## config.mk

```make
export PLATFORM = sky130hd
export DESIGN_NAME = pipe_ctrl
export DESIGN_NICKNAME = d
export VERILOG_FILES = /design/src/rtl/pipe_ctrl.sv
export SDC_FILE = /design/constraint.sdc
export NUM_CORES = 1
export LEC_CHECK = 0
export CAP_MARGIN = 20
export CORE_MARGIN = 2
export CORE_UTILIZATION = 57
export CTS_BUF_LIST = sky130_fd_sc_hd__clkbuf_4 sky130_fd_sc_hd__clkbuf_8 sky130_fd_sc_hd__clkbuf_16
export CTS_CLUSTER_SIZE = 14
export DETAILED_ROUTE_END_ITERATION = 10
export PLACE_DENSITY = 0.84
export SLEW_MARGIN = 10
export SYNTH_ARGS = -nofsm -noshare
export SYNTH_HDL_FRONTEND = slang
export SYNTH_SLANG_ARGS = --single-unit
```

## constraint.sdc

```tcl
create_clock -name clk -period 3 [get_ports clk]
set_clock_uncertainty 0.05 [all_clocks]
set_input_delay 0.3 -clock clk [delete_from_list [all_inputs] [get_ports clk]]
set_output_delay 0.3 -clock clk [all_outputs]
set_load 0.01 [all_outputs]
```

## src/rtl/pipe_ctrl.sv

```systemverilog
// Pipeline controller: tracks per-stage valid/destination state, blocks issue on register
// hazards via a pending-write scoreboard, holds the front of the pipe on a slow memory stage.
module pipe_ctrl #(
  parameter int STAGES      = 5,
  parameter int REGAW       = 4,
  parameter int MEM_STAGE   = 3,
  parameter int FLUSH_STAGE = 2
) (
  input  logic              clk,
  input  logic              nreset,
  input  logic              issue_valid,
  output logic              issue_ready,
  input  logic              issue_we,
  input  logic [REGAW-1:0]  issue_rd_a,
  input  logic [REGAW-1:0]  issue_rn_a,
  input  logic [REGAW-1:0]  issue_rm_a,
  input  logic              issue_use_rn,
  input  logic              issue_use_rm,
  input  logic              mem_ready,
  input  logic              flush,
  output logic [STAGES-1:0] stage_valid,
  output logic [STAGES-1:0] stage_en,
  output logic              wb_valid,
  output logic              wb_we,
  output logic [REGAW-1:0]  wb_rd_a,
  output logic              hazard
);

  localparam int NREG = 2 ** REGAW;

  logic [NREG-1:0]   pend_q;
  logic [NREG-1:0]   pend_nxt;
  logic [STAGES-1:0] valid_q;
  logic [STAGES-1:0] valid_nxt;
  logic [STAGES-1:0] we_q;
  logic [STAGES-1:0] we_nxt;
  logic [STAGES-1:0] live;
  logic [REGAW-1:0]  rd_q   [STAGES];
  logic [REGAW-1:0]  rd_nxt [STAGES];
  logic              stall;
  logic              flush_eff;

  always_comb begin
    hazard      = issue_valid & ((issue_use_rn & pend_q[issue_rn_a]) |
                                 (issue_use_rm & pend_q[issue_rm_a]) |
                                 (issue_we & pend_q[issue_rd_a]));
    stall       = valid_q[MEM_STAGE] & ~mem_ready;
    flush_eff   = flush & valid_q[FLUSH_STAGE];
    issue_ready = issue_valid & ~hazard & ~stall & ~flush_eff;
    for (int i = 0; i < STAGES; i++) begin
      stage_en[i] = valid_q[i] & ~(stall & (i <= MEM_STAGE));
      // Killed stages are masked before the shift so their content never reaches FLUSH_STAGE.
      live[i]     = valid_q[i] & ~(flush_eff & (i < FLUSH_STAGE));
    end
  end

  always_comb begin
    valid_nxt = '0;
    we_nxt    = '0;
    for (int i = 0; i < STAGES; i++) rd_nxt[i] = rd_q[i];
    if (stall) begin
      valid_nxt[0] = live[0];
      we_nxt[0]    = we_q[0] & live[0];
    end else begin
      valid_nxt[0] = issue_ready;
      we_nxt[0]    = issue_ready & issue_we;
      rd_nxt[0]    = issue_ready ? issue_rd_a : '0;
    end
    for (int i = 1; i < STAGES; i++) begin
      if (stall && i <= MEM_STAGE) begin
        valid_nxt[i] = live[i];
        we_nxt[i]    = we_q[i] & live[i];
      end else if (stall && i == MEM_STAGE + 1) begin
        valid_nxt[i] = 1'b0;
        we_nxt[i]    = 1'b0;
        rd_nxt[i]    = '0;
      end else begin
        valid_nxt[i] = live[i-1];
        we_nxt[i]    = we_q[i-1] & live[i-1];
        rd_nxt[i]    = rd_q[i-1];
      end
    end
  end

  // Set is applied last so a same-cycle set and clear of one register leaves it pending.
  always_comb begin
    pend_nxt = pend_q;
    if (wb_valid && wb_we) pend_nxt[wb_rd_a] = 1'b0;
    for (int i = 0; i < FLUSH_STAGE; i++) begin
      if (flush_eff && valid_q[i] && we_q[i]) pend_nxt[rd_q[i]] = 1'b0;
    end
    if (issue_ready && issue_we) pend_nxt[issue_rd_a] = 1'b1;
  end

  always_ff @(posedge clk or negedge nreset) begin
    if (!nreset) begin
      pend_q  <= '0;
      valid_q <= '0;
      we_q    <= '0;
      for (int i = 0; i < STAGES; i++) rd_q[i] <= '0;
    end else begin
      pend_q  <= pend_nxt;
      valid_q <= valid_nxt;
      we_q    <= we_nxt;
      for (int i = 0; i < STAGES; i++) rd_q[i] <= rd_nxt[i];
    end
  end

  assign stage_valid = valid_q;
  assign wb_valid    = valid_q[STAGES-1];
  assign wb_we       = valid_q[STAGES-1] & we_q[STAGES-1];
  assign wb_rd_a     = rd_q[STAGES-1];

endmodule
```

[Yosys cells after proc, flatten, opt, wreduce, memory -nomap -nowiden]
Index checks and enable logic that the tools add are counted.
W data, S select, Z words.
Word-level totals
  register bits: 46
  input bits: 20
  output and inout bits: 18
  word-level logic and storage cells: 91
Operators by class
  magnitude comparators: 10
  muxes and demuxes: 28
  bitwise logic cells: 34
  reductions and logical operators: 10
Operators by type and width (number)
  $mux W16: 4
  $and A16 B16 Y16: 3
  $not A16 Y16: 3
  $lt A4 B5 Y1 const B: 6
  $and A1 B1 Y1: 21
  $demux W1 S4: 4
  $ge A4 B1 Y1 const B: 4
  $or A16 B16 Y16: 1
  $mux W1: 15
  $bmux W1 S4: 3
  $logic_and A1 B1 Y1: 10
  $mux W4: 2
  $not A1 Y1: 4
  $or A1 B1 Y1: 2

[Depth between registers and ports, before layout]
  word-level depth: 13
  gate-level depth with buffers: 8
  depth with buffers taken out: 6

[Least setup slack after synthesis]
No wires, ideal clock.
  kind: input-to-output
  from: in issue_rn_a[1]
  to: out issue_ready
  arrival time: 1.863 ns
  slack: 0.787 ns
  stages on the path: 6
  buffers on the path: 2
  cells stage by stage: buf_2 mux4_2 o221ai_2 o221ai_2 nor4_4 buf_6
On the way
  cells in the longest elaborated chain, start to end: 10
RTL lines
  from (decl): line 15  | input logic [REGAW-1:0] issue_rn_a,
  $bmux W1 S4: line 44  | hazard = issue_valid & ((issue_use_rn & pend_q[issue_rn_a]) |
  $mux W1 (implied by the code): line 44
  $and A1 B1 Y1: line 44
  $or A1 B1 Y1: line 44
  $or A1 B1 Y1: line 45  | (issue_use_rm & pend_q[issue_rm_a]) |
  $and A1 B1 Y1: line 44
  $not A1 Y1: line 49  | issue_ready = issue_valid & ~hazard & ~stall & ~flush_eff;
  $and A1 B1 Y1 (3 in a row): line 49
  to (decl): line 12  | output logic issue_ready,
Every way passes these cells. The select of a mux whose other input is x is not followed.

[Worst setup path in the final report]
  from: in issue_rn_a[0]
  to: out hazard
On the way
  cells in the longest elaborated chain, start to end: 6
RTL lines
  $bmux W1 S4: line 44
  $mux W1 (implied by the code): line 44
  $and A1 B1 Y1: line 44
  $or A1 B1 Y1: line 44
  $or A1 B1 Y1: line 45
  $and A1 B1 Y1: line 44
  to (decl): line 26  | output logic hazard
Every way passes these cells. The select of a mux whose other input is x is not followed.

==> summary.md <==
* YS warnings: 0
* cell count after synthesis: 276
* maximum clock insertion buffer count: 2
* cell count after placement: 356
* TritonCTS clock tree: done
* # H-tree levels: 2
* total chip power: 1.39 mW
* hold-critical path depth: 2
* total clock sinks: 46
* register bit total from synthesis: 46
* number of vias per cell after detailed routing: 6.50
* max frequency: 342 MHz
* Tightest Pin Transition: 0.693 ns
* DP HPWL: 5.19 mm
* result of the run: completed
* Initial Utilization: 58.0%
* setup TNS: 0 ns
* layout overhead on the synthesized area: 21.2%
* clock insertion delay at the later pin of the skew report: 0.31 ns
* Filler Cell Count: 353
* Initial DRC Count: 323
* final core occ: 70.2%
* Worst Hold Class: flip-flop to flip-flop
* Die Span Y: 72.8 um
* total wirelength of the detailed-routed design: 7.40 mm
* master cell of the clock root buffer: sky130_fd_sc_hd__clkbuf_8
* Post-Syn Nets: 296
* final critical-path required period: 2.92 ns
* post-synth cell types: 43
* number of violations of the max-capacitance limit: 0
* count of cells along the worst register-to-register path: 7
* number of endpoints with negative hold slack in the final report: 0
* CP endpoint kind: primary output
* critical path arrival: 2.57 ns
* Diodes inserted: 0
* number of setup violations in the final report: 0
* largest net degree at the start of global routing: 47
* Net count, final: 332
* Pins Over Slew Limit: 0
* residual antenna-violating net count after detailed routing: 0
* syn avg cell area: 9.79 um2
* worst min-delay path endpoint: rd_q[6]
* global-route wire length before repair: 11.5 mm
* startpoint-to-endpoint class of the critical path: input pin to primary output
* I/O pin count: 38
* all-layer global routing usage: 29.1%
* number of detailed-route iterations in the first pass: 5
* largest voltage drop on the vdd net: 0.000331 V
* post-route standard cell area excluding fillers: 3270 um2
* vias after detailed routing: 2387
* placed cell areas: 3080 um2
* maximum fanout encountered on the critical timing path: 4
* static leakage: 1.36 nW
* Buffers on Ports: 37
* flop2flop setup slack: 0.65 ns
* startpoint of the most critical setup path: issue_rn_a[0]
* most common cell after layout, fill and taps aside: sky130_fd_sc_hd__nand2_1
* fraction of the yosys area taken by sequential cells: 42.6%
* Rel. slew slack: 53.1%
* total CTS buffers: 5
* Pwr per Cell Area: 425 nW/um2
* area inside the core boundary: 4660 um2
* startpoint of the lowest-slack register-to-register path: pend_q[9]
* crit start category: input pin
* Remaining DRCs: 0
* Finished Layout Cells: 367
* Placement Rows: 25
* clk slew on worst S/H paths: 0.08 ns
* total global routing overflow: 0
* highest-count cells in the layout ignoring fill and taps: sky130_fd_sc_hd__nand2_1 (49), sky130_fd_sc_hd__dfrtp_1 (46), sky130_fd_sc_hd__clkdlybuf4s50_1 (33)
* start point of the worst hold path: rd_q[6]
* fraction of final layout cells with drive strength greater than 1: 11.8%
* die span in x: 72.8 um
* share of synthesized flip-flops with an asynchronous set or reset: 100%
* die footprint: 5310 um2
* fin crit share: 97.4%
* routability congestion estimate from global placement: 0.958
* reg2reg end: pend_q[15]
* cell area after synthesis: 2700 um2
* number of synthesized flops with an enable pin: 0
* Worst EP required: 2.65 ns
* number of global-route vias before repair: 2253
* Post-synth top flop: sky130_fd_sc_hd__dfrtp_1
* average wire per cell in the routed design: 20.2 um
* initial antenna violation count: 0
[report_power, final]
group          internal [mW]  switching [mW]  total (mW)
combinational          0.109           0.126       0.235
sequential             0.642          0.0254       0.668
clock                  0.254           0.233       0.487
total                   1.01           0.384        1.39
[flip-flops by register name, indices dropped and copies added (netlist names)]
signal and flops:
pend_q 16, rd_q 16, stage_valid 5, we_q 5
wb_rd_a 4
[routing by layer]
| layer | global-route usage (%) | share of wire, % |
|---|---|---|
| met1 | 40.3 | 43 |
| met2 | 43.9 | 47 |
| met3 | 5.94 | 7.5 |
| met4 | 14.0 | 3.0 |
| met5 | 0 | 0 |
[critical path, cell delays in order]
cell and delay, ns:
sky130_fd_sc_hd__clkdlybuf4s50_1 0.53, sky130_fd_sc_hd__nand2b_1 0.16, sky130_fd_sc_hd__a211oi_1 0.07, sky130_fd_sc_hd__or4b_1 0.53
sky130_fd_sc_hd__o221ai_4 0.25, sky130_fd_sc_hd__nor3_4 0.08, sky130_fd_sc_hd__nor2b_1 0.12, sky130_fd_sc_hd__clkdlybuf4s50_1 0.53
[cells in the mapped netlist (all sizes together) (2+ instances only)]
cell type	instances	area [um2]
a21oi	2	10.0
nand2b	5	31.3
a31o	8	70.1
mux2	3	33.8
and2	10	62.6
buf	13	100
nand2	49	184
o21a	2	15.0
nor4b	2	17.5
nor4	4	40.0
and3	4	25.0
o21ai	19	95.1
clkbuf	8	30.0
a221oi	16	140
nand3b	3	22.5
a22oi	2	15.0
inv	7	26.3
mux4	7	158
nor2	17	63.8
mux2i	6	60.1
nor2b	12	75.1
a22o	4	35.0
a41o	9	90.1
o221ai	2	30.0
dfrtp	46	1150
nand3	4	20.0
[cell type report]
cell class / instances / area (um2) / area share [%]
clock buffer: 5 / 68.8 / 2.10
clock inverter: 3 / 48.8 / 1.49
inverter: 7 / 26.3 / 0.803
multi-input combinational: 202 / 1420 / 43.4
sequential: 46 / 1150 / 35.2
tap: 54 / 67.6 / 2.06
timing repair buffer: 50 / 489 / 14.9
[worst max-delay path by stage]
stage | to | slack (ns) | cells after the start
final | hazard | 0.08 | 8
after global routing | hazard | -0.002 | 8
after CTS | hazard | -0.04 | 9
after detailed placement | hazard | -0.06 | 9
after global placement | hazard | -0.02 | 9
after floorplan | issue_ready | 0.79 | 6
[what timing repair did]
item                                    in CTS  in global routing
hold buffers                                 0                  1
pin swaps                                    0                  1
endpoints found under the setup margin       2                  1
gates resized for setup                      4                  4
setup buffers                                0                  1
hold endpoints to repair                     0                 21
[cell families (layout without fill, tap and decap cells)]
logic type | count (synthesis) | count (layout) | share of synthesized area (%)
AO/OA/AOI/OAI | 69 | 69 | 20.1
buffers and inverters | 28 | 65 | 5.79
flip-flops | 46 | 46 | 42.6
multiplexers | 16 | 16 | 9.31
AND/OR/NAND/NOR | 117 | 117 | 22.2
[per-stage QoR]
step	setup WS (ns)	hold WS, ns
after CTS	-0.0449	0.135
final	0.0767	0.418
after floorplan	0.787	-0.0456
after global routing	-0.00238	0.458
after global placement	-0.0231	0.391
after detailed placement	-0.0620	0.402
(Power assumes the default switching activity.)
